`src/rtl/axi4_lite_cmd_arbiter_if.sv`:
```
`default_nettype none
// ---------------------------------------------------------------------------
// Module   : axi4_lite_cmd_arbiter_if
// Purpose  : Command port between the arbiter and the AXI4-Lite master.
// Revision : 1.0  initial release
// ---------------------------------------------------------------------------
interface axi4_lite_cmd_arbiter_if #(
    parameter int ADDR_W = 4,
    parameter int DATA_W = 32
);
    logic [ADDR_W-1:0] m_addr;
    logic              m_write;
    logic [DATA_W-1:0] m_wdata;
    logic              m_transfer;
    logic [DATA_W-1:0] m_rdata;
    logic              m_ready;

    modport master (
        output m_addr,
        output m_write,
        output m_wdata,
        output m_transfer,
        input  m_rdata,
        input  m_ready
    );

    modport slave (
        input  m_addr,
        input  m_write,
        input  m_wdata,
        input  m_transfer,
        output m_rdata,
        output m_ready
    );
endinterface
`default_nettype wire

```
`src/rtl/axi4_lite_cmd_arbiter.sv`:
```
`default_nettype none
// ---------------------------------------------------------------------------
// Module   : axi4_lite_cmd_arbiter
// Purpose  : Round-robin arbiter sharing one AXI4-Lite command port.
// Revision : 1.0  initial release
// ---------------------------------------------------------------------------
module axi4_lite_cmd_arbiter #(
    parameter int NUM_REQ     = 4,
    parameter int ADDR_W      = 4,
    parameter int DATA_W      = 32,
    parameter int TIMEOUT_CYC = 255
) (
    input  wire logic                      ACLK,
    input  wire logic                      ARESET,
    input  wire logic [NUM_REQ-1:0]        req,
    input  wire logic [NUM_REQ-1:0]        req_write,
    input  wire logic [NUM_REQ*ADDR_W-1:0] req_addr,
    input  wire logic [NUM_REQ*DATA_W-1:0] req_wdata,
    output logic      [NUM_REQ-1:0]        gnt,
    output logic      [NUM_REQ-1:0]        done,
    output logic      [DATA_W-1:0]         resp_rdata,
    output logic                           resp_err,
    output logic                           busy,
    axi4_lite_cmd_arbiter_if.master        m
);
    localparam int IDX_W = $clog2(NUM_REQ);
    localparam int CNT_W = $clog2(TIMEOUT_CYC + 1);

    typedef enum logic [1:0] {
        S_IDLE  = 2'd0,
        S_ISSUE = 2'd1,
        S_WAIT  = 2'd2,
        S_DONE  = 2'd3
    } state_t;

    state_t            r_state;
    state_t            w_next;
    logic [IDX_W-1:0]  r_rr_ptr;
    logic [IDX_W-1:0]  r_winner;
    logic [IDX_W-1:0]  w_win_idx;
    logic              w_found;
    logic [CNT_W-1:0]  r_cnt;
    logic              w_timeout;
    logic [ADDR_W-1:0] r_addr;
    logic              r_write;
    logic [DATA_W-1:0] r_wdata;
    logic [DATA_W-1:0] r_rdata;
    logic              r_err;

    assign w_timeout = (r_cnt == CNT_W'(TIMEOUT_CYC));

    // First requesting index at or above rr_ptr, wrapping modulo NUM_REQ.
    always_comb begin
        int j;
        j         = 0;
        w_found   = 1'b0;
        w_win_idx = r_rr_ptr;
        for (int i = 0; i < NUM_REQ; i++) begin
            j = int'(r_rr_ptr) + i;
            if (j >= NUM_REQ) begin
                j = j - NUM_REQ;
            end
            if (!w_found && req[IDX_W'(j)]) begin
                w_found   = 1'b1;
                w_win_idx = IDX_W'(j);
            end
        end
    end

    always_ff @(posedge ACLK or posedge ARESET) begin
        if (ARESET) begin
            r_state <= S_IDLE;
        end else begin
            r_state <= w_next;
        end
    end

    always_comb begin
        w_next = r_state;
        case (r_state)
            S_IDLE:  if (w_found) w_next = S_ISSUE;
            S_ISSUE: w_next = S_WAIT;
            S_WAIT:  if (m.m_ready || w_timeout) w_next = S_DONE;
            S_DONE:  w_next = S_IDLE;
            default: w_next = S_IDLE;
        endcase
    end

    always_ff @(posedge ACLK or posedge ARESET) begin
        if (ARESET) begin
            r_rr_ptr <= '0;
            r_winner <= '0;
            r_cnt    <= '0;
            r_addr   <= '0;
            r_write  <= 1'b0;
            r_wdata  <= '0;
            r_rdata  <= '0;
            r_err    <= 1'b0;
        end else begin
            case (r_state)
                S_IDLE: begin
                    if (w_found) begin
                        r_winner <= w_win_idx;
                        r_write  <= req_write[w_win_idx];
                        r_addr   <= req_addr[w_win_idx*ADDR_W +: ADDR_W];
                        r_wdata  <= req_wdata[w_win_idx*DATA_W +: DATA_W];
                    end
                end
                S_ISSUE: r_cnt <= '0;
                S_WAIT: begin
                    // Counter stops at TIMEOUT_CYC because WAIT is left there.
                    if (m.m_ready) begin
                        if (!r_write) begin
                            r_rdata <= m.m_rdata;
                        end
                        r_err <= 1'b0;
                    end else if (w_timeout) begin
                        r_err <= 1'b1;
                    end else begin
                        r_cnt <= r_cnt + CNT_W'(1);
                    end
                end
                S_DONE: begin
                    r_rr_ptr <= (r_winner == IDX_W'(NUM_REQ - 1)) ? '0
                                                                  : r_winner + IDX_W'(1);
                end
                default: ;
            endcase
        end
    end

    always_comb begin
        gnt  = '0;
        done = '0;
        if (r_state != S_IDLE) begin
            gnt[r_winner] = 1'b1;
        end
        if (r_state == S_DONE) begin
            done[r_winner] = 1'b1;
        end
    end

    assign busy         = (r_state != S_IDLE);
    assign resp_rdata   = r_rdata;
    assign resp_err     = r_err;
    assign m.m_addr     = r_addr;
    assign m.m_write    = r_write;
    assign m.m_wdata    = r_wdata;
    assign m.m_transfer = (r_state == S_ISSUE);

endmodule
`default_nettype wire

```
`src/flat_wrapper.sv`:
```
// flat-port wrapper written by rule: the top's interface ports become plain ports
module axi4_lite_cmd_arbiter_flat 
#(
    parameter int NUM_REQ     = 4,
    parameter int ADDR_W      = 4,
    parameter int DATA_W      = 32,
    parameter int TIMEOUT_CYC = 255
)
  (ACLK, ARESET, req, req_write, req_addr, req_wdata, gnt, done, resp_rdata, resp_err, busy, m_m_addr, m_m_write, m_m_wdata, m_m_transfer, m_m_rdata, m_m_ready);
  axi4_lite_cmd_arbiter_if #(.ADDR_W(ADDR_W), .DATA_W(DATA_W)) m_i ();
  input  wire logic ACLK;
  input  wire logic ARESET;
  input  wire logic [NUM_REQ-1:0] req;
  input  wire logic [NUM_REQ-1:0] req_write;
  input  wire logic [NUM_REQ*ADDR_W-1:0] req_addr;
  input  wire logic [NUM_REQ*DATA_W-1:0] req_wdata;
  output logic      [NUM_REQ-1:0] gnt;
  output logic      [NUM_REQ-1:0] done;
  output logic      [DATA_W-1:0] resp_rdata;
  output logic resp_err;
  output logic busy;
  output wire logic [$bits(m_i.m_addr)-1:0] m_m_addr;
  output wire logic [$bits(m_i.m_write)-1:0] m_m_write;
  output wire logic [$bits(m_i.m_wdata)-1:0] m_m_wdata;
  output wire logic [$bits(m_i.m_transfer)-1:0] m_m_transfer;
  input wire logic [$bits(m_i.m_rdata)-1:0] m_m_rdata;
  input wire logic [$bits(m_i.m_ready)-1:0] m_m_ready;
  assign m_m_addr = m_i.m_addr;
  assign m_m_write = m_i.m_write;
  assign m_m_wdata = m_i.m_wdata;
  assign m_m_transfer = m_i.m_transfer;
  assign m_i.m_rdata = m_m_rdata;
  assign m_i.m_ready = m_m_ready;
  axi4_lite_cmd_arbiter #(.NUM_REQ(NUM_REQ), .ADDR_W(ADDR_W), .DATA_W(DATA_W), .TIMEOUT_CYC(TIMEOUT_CYC)) u_core (.ACLK(ACLK), .ARESET(ARESET), .req(req), .req_write(req_write), .req_addr(req_addr), .req_wdata(req_wdata), .gnt(gnt), .done(done), .resp_rdata(resp_rdata), .resp_err(resp_err), .busy(busy), .m(m_i));
endmodule
```
`config.mk`:
```
export PLATFORM = sky130hd
export DESIGN_NAME = axi4_lite_cmd_arbiter_flat
export DESIGN_NICKNAME = d
export VERILOG_FILES = /design/src/rtl/axi4_lite_cmd_arbiter_if.sv /design/src/rtl/axi4_lite_cmd_arbiter.sv /design/src/flat_wrapper.sv
export SDC_FILE = /design/constraint.sdc
export NUM_CORES = 1
export LEC_CHECK = 0
export ABC_AREA = 1
export CORE_UTILIZATION = 44
export DETAILED_ROUTE_END_ITERATION = 10
export GPL_TIMING_DRIVEN = 1
export HOLD_SLACK_MARGIN = 0.15
export PLACE_DENSITY = 0.87
export SETUP_SLACK_MARGIN = 0.15
export SYNTH_ARGS = -nofsm -noshare
export SYNTH_HDL_FRONTEND = slang
export SYNTH_SLANG_ARGS = --single-unit
```
`constraint.sdc`:
```
create_clock -name ACLK -period 9.3 [get_ports ACLK]
set_clock_uncertainty 0.2 [all_clocks]
set_input_delay 2.325 -clock ACLK [delete_from_list [all_inputs] [get_ports ACLK]]
set_output_delay 2.325 -clock ACLK [all_outputs]
set_load 0.005 [all_outputs]
```
==> results.tsv, run 1 <==
stage	metric	value	unit
run_status	status	finished, violations left	
run_status	violated checks	DRC	
worst_setup_path	r2r endpoint	u_core.m.m_wdata[22]$_DFFE_PP0P_	
route	DR WL/cell	14.7	microns
worst_setup_path	Crit path max-delay family	buffers and inverters	
clock_tree	clock sinks	84	
synthesis	Commonest cells post-synth	nand2_1, nand3_1, dfrtp_1	
power	Pleak	0.00417	uW
final_layout	share of layout cells above drive strength 1	0.0735	
synthesis	Synthesized Nets	953	
timing	Tcrit/Tclk final	0.561	
clock_tree	Root Buffer	clkbuf_16	
worst_setup_path	R2R setup slack	5750	ps
clock_tree	number of setup buffers added after CTS	0	
route	DR iter-0 viols	519	
floorplan	num ports	267	
final_layout	Final Net Count	1198	
clock_tree	H-tree levels	3	
worst_setup_path	Worst path slowest cell	buf_4	
clock_tree	clk buf depth	2	
worst_setup_path	Worst path max stage delay	520	ps
synthesis	Netlist cell types	30	
synthesis	dominant cell type by area after synthesis	dfrtp_1	
floorplan	effective utilization at floorplan	0.455	
route	antenna-violating nets left	0	
timing	Final Setup Violations	0	
clock_tree	post_cts resized	0	
route	routed via count	5765	
timing	post-route setup slack	4080	ps
floorplan	Die Span X	111	microns
synthesis	number of synthesized flops with an enable pin	0	
clock_tree	CTS tree	built	
hold_path	Hold Path Class	flop to flop	
final_layout	P&R area growth vs syn	56.9	%
placed_design	Placer Congestion	0.876	
route	Avg Vias per Cell	5.01	
worst_setup_path	CP Capture Type	flop	
synthesis	post-synth top area share	0.399	
worst_setup_path	critical-path cell list	clkdlybuf4s50_1 -> nand2_1 -> nand3_1 -> nand2_2 -> nand3_1 -> nand2_1 -> nand2_2 -> buf_4 -> nand2_2 -> buf_4 -> nand2_1 -> nand2_1 -> nand2_1 -> nand2_1 -> nand2_1 -> nand2_1	
timing	Final Hold Violating Endpoints	0	
synthesis	ys async rst share	1.00	
timing	relative slew slack	0.227	
worst_setup_path	depth of the most critical reg-to-reg path	17	
final_layout	Layout Utilization	0.715	
worst_setup_path	Setup crit start kind	input pin	
floorplan	row cnt	39	
route	Remaining DRCs	40	
synthesis	Seq cells post-synth	84	
timing	final slew viol count	0	
worst_setup_path	worst-path fanout max	65	
clock_tree	clk slew on worst S/H paths	70	ps
timing	Max Clk Rate	0.192	GHz
synthesis	synth warn	0	
worst_setup_path	FF-to-FF Start	u_core.r_rr_ptr[0]$_DFFE_PP0P_	
worst_setup_path	Worst EP required	9320	ps
synthesis	synth top area cells	dfrtp_1, nand2_1, nand3_1	
timing	Tmin final	5220	ps
timing	setup_tns	0	ps
synthesis	Top FF cell, synth	dfrtp_1	
global_route	vias in the first global route	5550	
power	Power Density	357	mW/mm^2
floorplan	Die Area	0.0124	sq mm
floorplan	core area	0.0116	sq mm
power	Final Power	2950	uW
route	DR pass1 iterations	8	
synthesis	Seq/Total Area, Yosys	0.399	
global_route	grt ovf	0	
clock_tree	Hold-fix buffers, CTS	0	
power	Worst VDD drop	259	uV
global_route	maximum number of pins on one net before global-route repair	85	
run	max-cap violations	0	
worst_setup_path	crit path kind	input pin to flop	
hold_path	WHS Path Cells	2	
hold_path	hold path startpoint	u_core.m.m_wdata[16]$_DFFE_PP0P_	
timing	RSZ-0062 raised after global routing	false	
route	final wirelength	16900	microns
placed_design	I/O Buffers	266	
placed_design	Setup Slack @ Placement	3770	ps
synthesis	Synth Area per Inst	6.96	sq um
clock_tree	worst-skew pair later-pin latency	330	ps
synthesis	Synth Instances	757	
synthesis	Post-Syn Area	0.00527	sq mm
floorplan	Die Ht	111	microns
global_route	GRT Util Overall	0.272	
worst_setup_path	Critical Path Most Common Cell	nand2_1	
synthesis	top-count cell post-synth	nand2_1	
timing	measured slew at the worst slew-check pin	1160	ps
worst_setup_path	WP data arrival	5240	ps
placed_design	Post-DP HPWL	12000	microns
global_route	initial antenna violation count	1	
hold_path	worst hold path endpoint	u_core.m.m_wdata[16]$_DFFE_PP0P_	
global_route	first-pass GRT wire length	26800	microns
worst_setup_path	CP bufs+invs	3	
clock_tree	Num CTS Buffers	9	
[how the worst max path moves through the flow]
stage | endpoint | from | cells after the start
6_report | u_core.m.m_wdata[22]$_DFFE_PP0P_ | req[3] | 16
3_3_place_gp | u_core.m.m_wdata[9]$_DFFE_PP0P_ | req[3] | 16
5_1_grt | u_core.m.m_wdata[27]$_DFFE_PP0P_ | req[3] | 16
3_5_place_dp | u_core.m.m_wdata[28]$_DFFE_PP0P_ | req[3] | 16
4_1_cts | u_core.m.m_wdata[22]$_DFFE_PP0P_ | req[3] | 16
2_1_floorplan | u_core.m.m_addr[0]$_DFFE_PP0P_ | ARESET | 1
[state kept, by name (all words and copies together) (netlist names)]
| name | flops |
|---|---|
| u_core.m.m_write | 1 |
| u_core.resp_rdata | 32 |
| u_core.r_winner | 2 |
| u_core.resp_err | 1 |
| u_core.m.m_wdata | 32 |
| u_core.r_cnt | 8 |
| u_core.m.m_addr | 4 |
| u_core.r_rr_ptr | 2 |
| u_core.r_state | 2 |
[layout make-up]
type / count / area, sq um
Multi-Input combinational cell: 599 / 2790
Timing Repair Buffer: 274 / 2720
Inverter: 34 / 131
Fill cell: 925 / 3300
Clock inverter: 5 / 82.6
Antenna cell: 1 / 2.50
Clock buffer: 11 / 253
Sequential cell: 84 / 2100
Tap cell: 143 / 179
[layer usage]
metal / GRT usage / wire length, microns
met1: 0.313 / 6710
met5: 0 / 0
met3: 0.0582 / 1410
met4: 0.117 / 492
met2: 0.485 / 8310
[worst reg2reg max path: cells and delay by family (launching register included)]
family	cells	cell delay (ps)
and+or+nand+nor	14	1510
buffers and inverters	3	1130
DFF	1	590
[cells in the final DEF, fill, tap and decap left out, types with 2 or more instances in the layout]
master / count
bufinv_16: 2
nand2_1: 421
o21ai_0: 5
inv_2: 2
clkbuf_8: 2
nand2_2: 11
clkbuf_16: 9
clkdlybuf4s50_1: 266
nor3_1: 3
nand3_1: 86
o21a_1: 2
dfrtp_1: 84
mux2_2: 32
clkinv_2: 2
nor2_1: 13
buf_4: 8
a21oi_1: 6
inv_1: 30
ha_1: 9
[through the flow]
stage	hold slack [ps]	std cells	instance area [sq um]
detailed placement	268	1134	7930
CTS	287	1150	8260
global placement	261	1134	7930
global route	301	1151	8260
floorplan	272	757	5270
finish	285	1151	8260
[cell families (layout without fill, tap and decap cells)]
logic type                 Yosys count  after routing  synth area share
adders and majority gates            9              9            0.0214
AOI/OAI and AO/OA                   20             20            0.0238
muxes                               32             32            0.0684
and+or+nand+nor                    537            537             0.413
other                                0              1                 0
buffers and inverters               74            324            0.0722
xor gates and xnor gates             1              1           0.00166
DFF                                 84             84             0.399
[power by group]
part / switching (uW) / internal (uW) / total [uW]
registers: 108 / 537 / 645
logic: 1100 / 805 / 1900
clock network: 148 / 251 / 400
(Power assumes the default switching activity.)
==> run 2: changes to the inputs <==
Settings changed: CORE_UTILIZATION 44 to 41, PLACE_DENSITY 0.87 to 0.82.
Clock period 9.3 ns to 5.4 ns, I/O delays scaled along.
==> run 2 against run 1 <==
Against the previous run:
- sequential share of layout area rose by 0.062 points
- routed wire length fell by 1.0%
- count of clock-buffer cells in the layout fell by 1
- critical endpoint is now u_core.m.m_wdata[16]$_DFFE_PP0P_
- the flow now finishes without violations
- final cell count rose by 2.4%
- clock power rose by 41%
- register-to-register slack got worse by 3300 ps
- hold slack got worse by 11 ps
- global-route usage fell by 2.5 points
- combinational power rose by 75%
- sequential power rose by 71%
==> results.tsv, run 2 (synthesis gave the netlist of run 1 again) <==
stage	metric	value	unit	change
run_status	status	finished clean		was finished, violations left
placed_design	I/O Buffers	266		unchanged
run	max-cap violations	0		unchanged
route	DR iter-0 viols	468		was 519
timing	Final Hold Violating Endpoints	0		unchanged
power	Power Density	606	mW/mm^2	was 357 mW/mm^2
clock_tree	Num CTS Buffers	9		unchanged
route	routed via count	5732		was 5,765
global_route	initial antenna violation count	0		was 1
clock_tree	clk slew on worst S/H paths	70	ps	about the same
worst_setup_path	Critical Path Most Common Cell	nand2_1		unchanged
global_route	vias in the first global route	5145		was 5,550
floorplan	row cnt	41		was 39
final_layout	share of layout cells above drive strength 1	0.0725		was 0.0735
clock_tree	Hold-fix buffers, CTS	0		unchanged
timing	post-route setup slack	1770	ps	was 4080 ps
worst_setup_path	R2R setup slack	2470	ps	was 5750 ps
route	final wirelength	16700	microns	was 16,900 microns
timing	final slew viol count	0		unchanged
hold_path	Hold Path Class	flop to flop		unchanged
timing	RSZ-0062 raised after global routing	false		unchanged
final_layout	Final Net Count	1198		unchanged
power	Pleak	0.00415	uW	was 0.00417 uW
floorplan	Die Area	0.0133	sq mm	was 0.0124 sq mm
worst_setup_path	crit path kind	input pin to flop		unchanged
route	antenna-violating nets left	0		unchanged
route	DR WL/cell	14.2	microns	was 14.7 microns
global_route	GRT Util Overall	0.246		was 0.272
timing	Final Setup Violations	0		unchanged
worst_setup_path	WP data arrival	3700	ps	was 5240 ps
route	Remaining DRCs	0		was 40
final_layout	Layout Utilization	0.656		was 0.715
floorplan	core area	0.0126	sq mm	was 0.0116 sq mm
worst_setup_path	Worst path slowest cell	clkdlybuf4s50_1		was buf_4
worst_setup_path	Setup crit start kind	input pin		unchanged
global_route	grt ovf	0		unchanged
clock_tree	worst-skew pair later-pin latency	330	ps	about the same
floorplan	effective utilization at floorplan	0.419		was 0.455
clock_tree	post_cts resized	0		unchanged
timing	setup_tns	0	ps	unchanged
final_layout	ant diodes	0		was 1
floorplan	Die Span X	115	microns	was 111 microns
final_layout	most frequent cells in the layout	nand2_1, clkdlybuf4s50_1, nand3_1		unchanged
clock_tree	clk buf depth	2		unchanged
power	Worst VDD drop	439	uV	was 259 uV
worst_setup_path	Worst path max stage delay	510	ps	was 520 ps
timing	Max Clk Rate	0.276	GHz	
timing	measured slew at the worst slew-check pin	1130	ps	was 1160 ps
worst_setup_path	critical-path cell list	clkdlybuf4s50_1 -> nand2_1 -> nand3_1 -> nand2_2 -> nand2_1 -> nand2_1 -> nand2_1 -> nand2_2 -> nand2_2 -> buf_12 -> nand2_1 -> nand2_1 -> nand2_1 -> nand2_1 -> nand2_1 -> nand2_1		was clkdlybuf4s50_1 -> nand2_1 -> nand3_1 -> nand2_2 -> nand3_1 -> nand2_1 -> nand2_2 -> buf_4 -> nand2_2 -> buf_4 -> nand2_1 -> nand2_1 -> nand2_1 -> nand2_1 -> nand2_1 -> nand2_1
placed_design	Cell Area, Placed	0.00798	sq mm	was 0.00793 sq mm
timing	relative slew slack	0.243		was 0.227
final_layout	fin area	0.00824	sq mm	was 0.00826 sq mm
final_layout	commonest non-fill, non-tap cell in the layout	nand2_1		unchanged
clock_tree	CTS tree	built		unchanged
floorplan	Die Ht	115	microns	was 111 microns
placed_design	Setup Slack @ Placement	1420	ps	was 3770 ps
final_layout	P&R area growth vs syn	56.5	%	was 56.9%
clock_tree	number of setup buffers added after CTS	0		unchanged
worst_setup_path	CP Capture Type	flop		unchanged
worst_setup_path	worst-path fanout max	48		was 65
placed_design	Placer Congestion	0.874		was 0.876
timing	Tcrit/Tclk final	0.671		
clock_tree	clock sinks	84		unchanged
clock_tree	Root Buffer	clkbuf_16		unchanged
global_route	maximum number of pins on one net before global-route repair	65		was 85
worst_setup_path	Worst EP required	5480	ps	was 9320 ps
timing	Tmin final	3630	ps	
placed_design	Post-DP HPWL	12200	microns	was 12,000 microns
route	DR pass1 iterations	5		was 8
floorplan	num ports	267		unchanged
final_layout	fill count	1102		was 925
global_route	first-pass GRT wire length	25300	microns	was 26,800 microns
route	Avg Vias per Cell	4.86		was 5.01
clock_tree	H-tree levels	3		unchanged
-- run 2: worst paths after layout --
path                                            startpoint                          endpoint  cells past startpoint
max                                                 req[1]  u_core.m.m_wdata[16]$_DFFE_PP0P_                     16
min                        u_core.m.m_wdata[7]$_DFFE_PP0P_   u_core.m.m_wdata[7]$_DFFE_PP0P_                      2
max reg2reg                 u_core.r_rr_ptr[0]$_DFFE_PP0P_  u_core.m.m_wdata[16]$_DFFE_PP0P_                     15
min reg2reg                u_core.m.m_wdata[7]$_DFFE_PP0P_   u_core.m.m_wdata[7]$_DFFE_PP0P_                      2
max in group asynchronous                           ARESET       u_core.r_cnt[7]$_DFFE_PP0P_                      3
min in group asynchronous                           ARESET  u_core.m.m_wdata[16]$_DFFE_PP0P_                      2
-- run 2: critical path, delay by kind of cell --
kind	cells	cell delay, ps
buffers and inverters	2	800
and+or+nand+nor	14	1510
-- run 2: per-layer routing --
| layer | track usage | vias to the layer above | part of all wire |
|---|---|---|---|
| met1 | 0.292 | 2598 | 0.41 |
| met3 | 0.0696 | 21 | 0.092 |
| met4 | 0.0883 | 0 | 0.018 |
| met2 | 0.426 | 251 | 0.49 |
| li1 | - | 2862 | - |
| met5 | 0 | - | 0 |
-- run 2: area by class of cell --
cell class,count,area (sq um),share of cell area
clock inverters,6,40.0,0.00486
inverters,34,131,0.0159
well taps,172,215,0.0261
flip-flops and latches,84,2100,0.255
repair buffers,274,2740,0.332
clock buffers,10,229,0.0278
multi-input cells,599,2790,0.339
-- run 2: where the power goes --
group	switching (uW)	internal, uW	total (uW)
Combinational	1930	1410	3330
Clock	254	312	566
Sequential	170	925	1100
Total	2350	2640	4990
-- run 2: metrics by stage --
step                      power [uW]  instances  hold slack (ps)
after detailed placement        4450       1163              265
after global placement          4400       1163              261
final                           4990       1179              275
after floorplan                 3320        757              272
after global routing            5480       1179              302
after CTS                       5040       1179              282
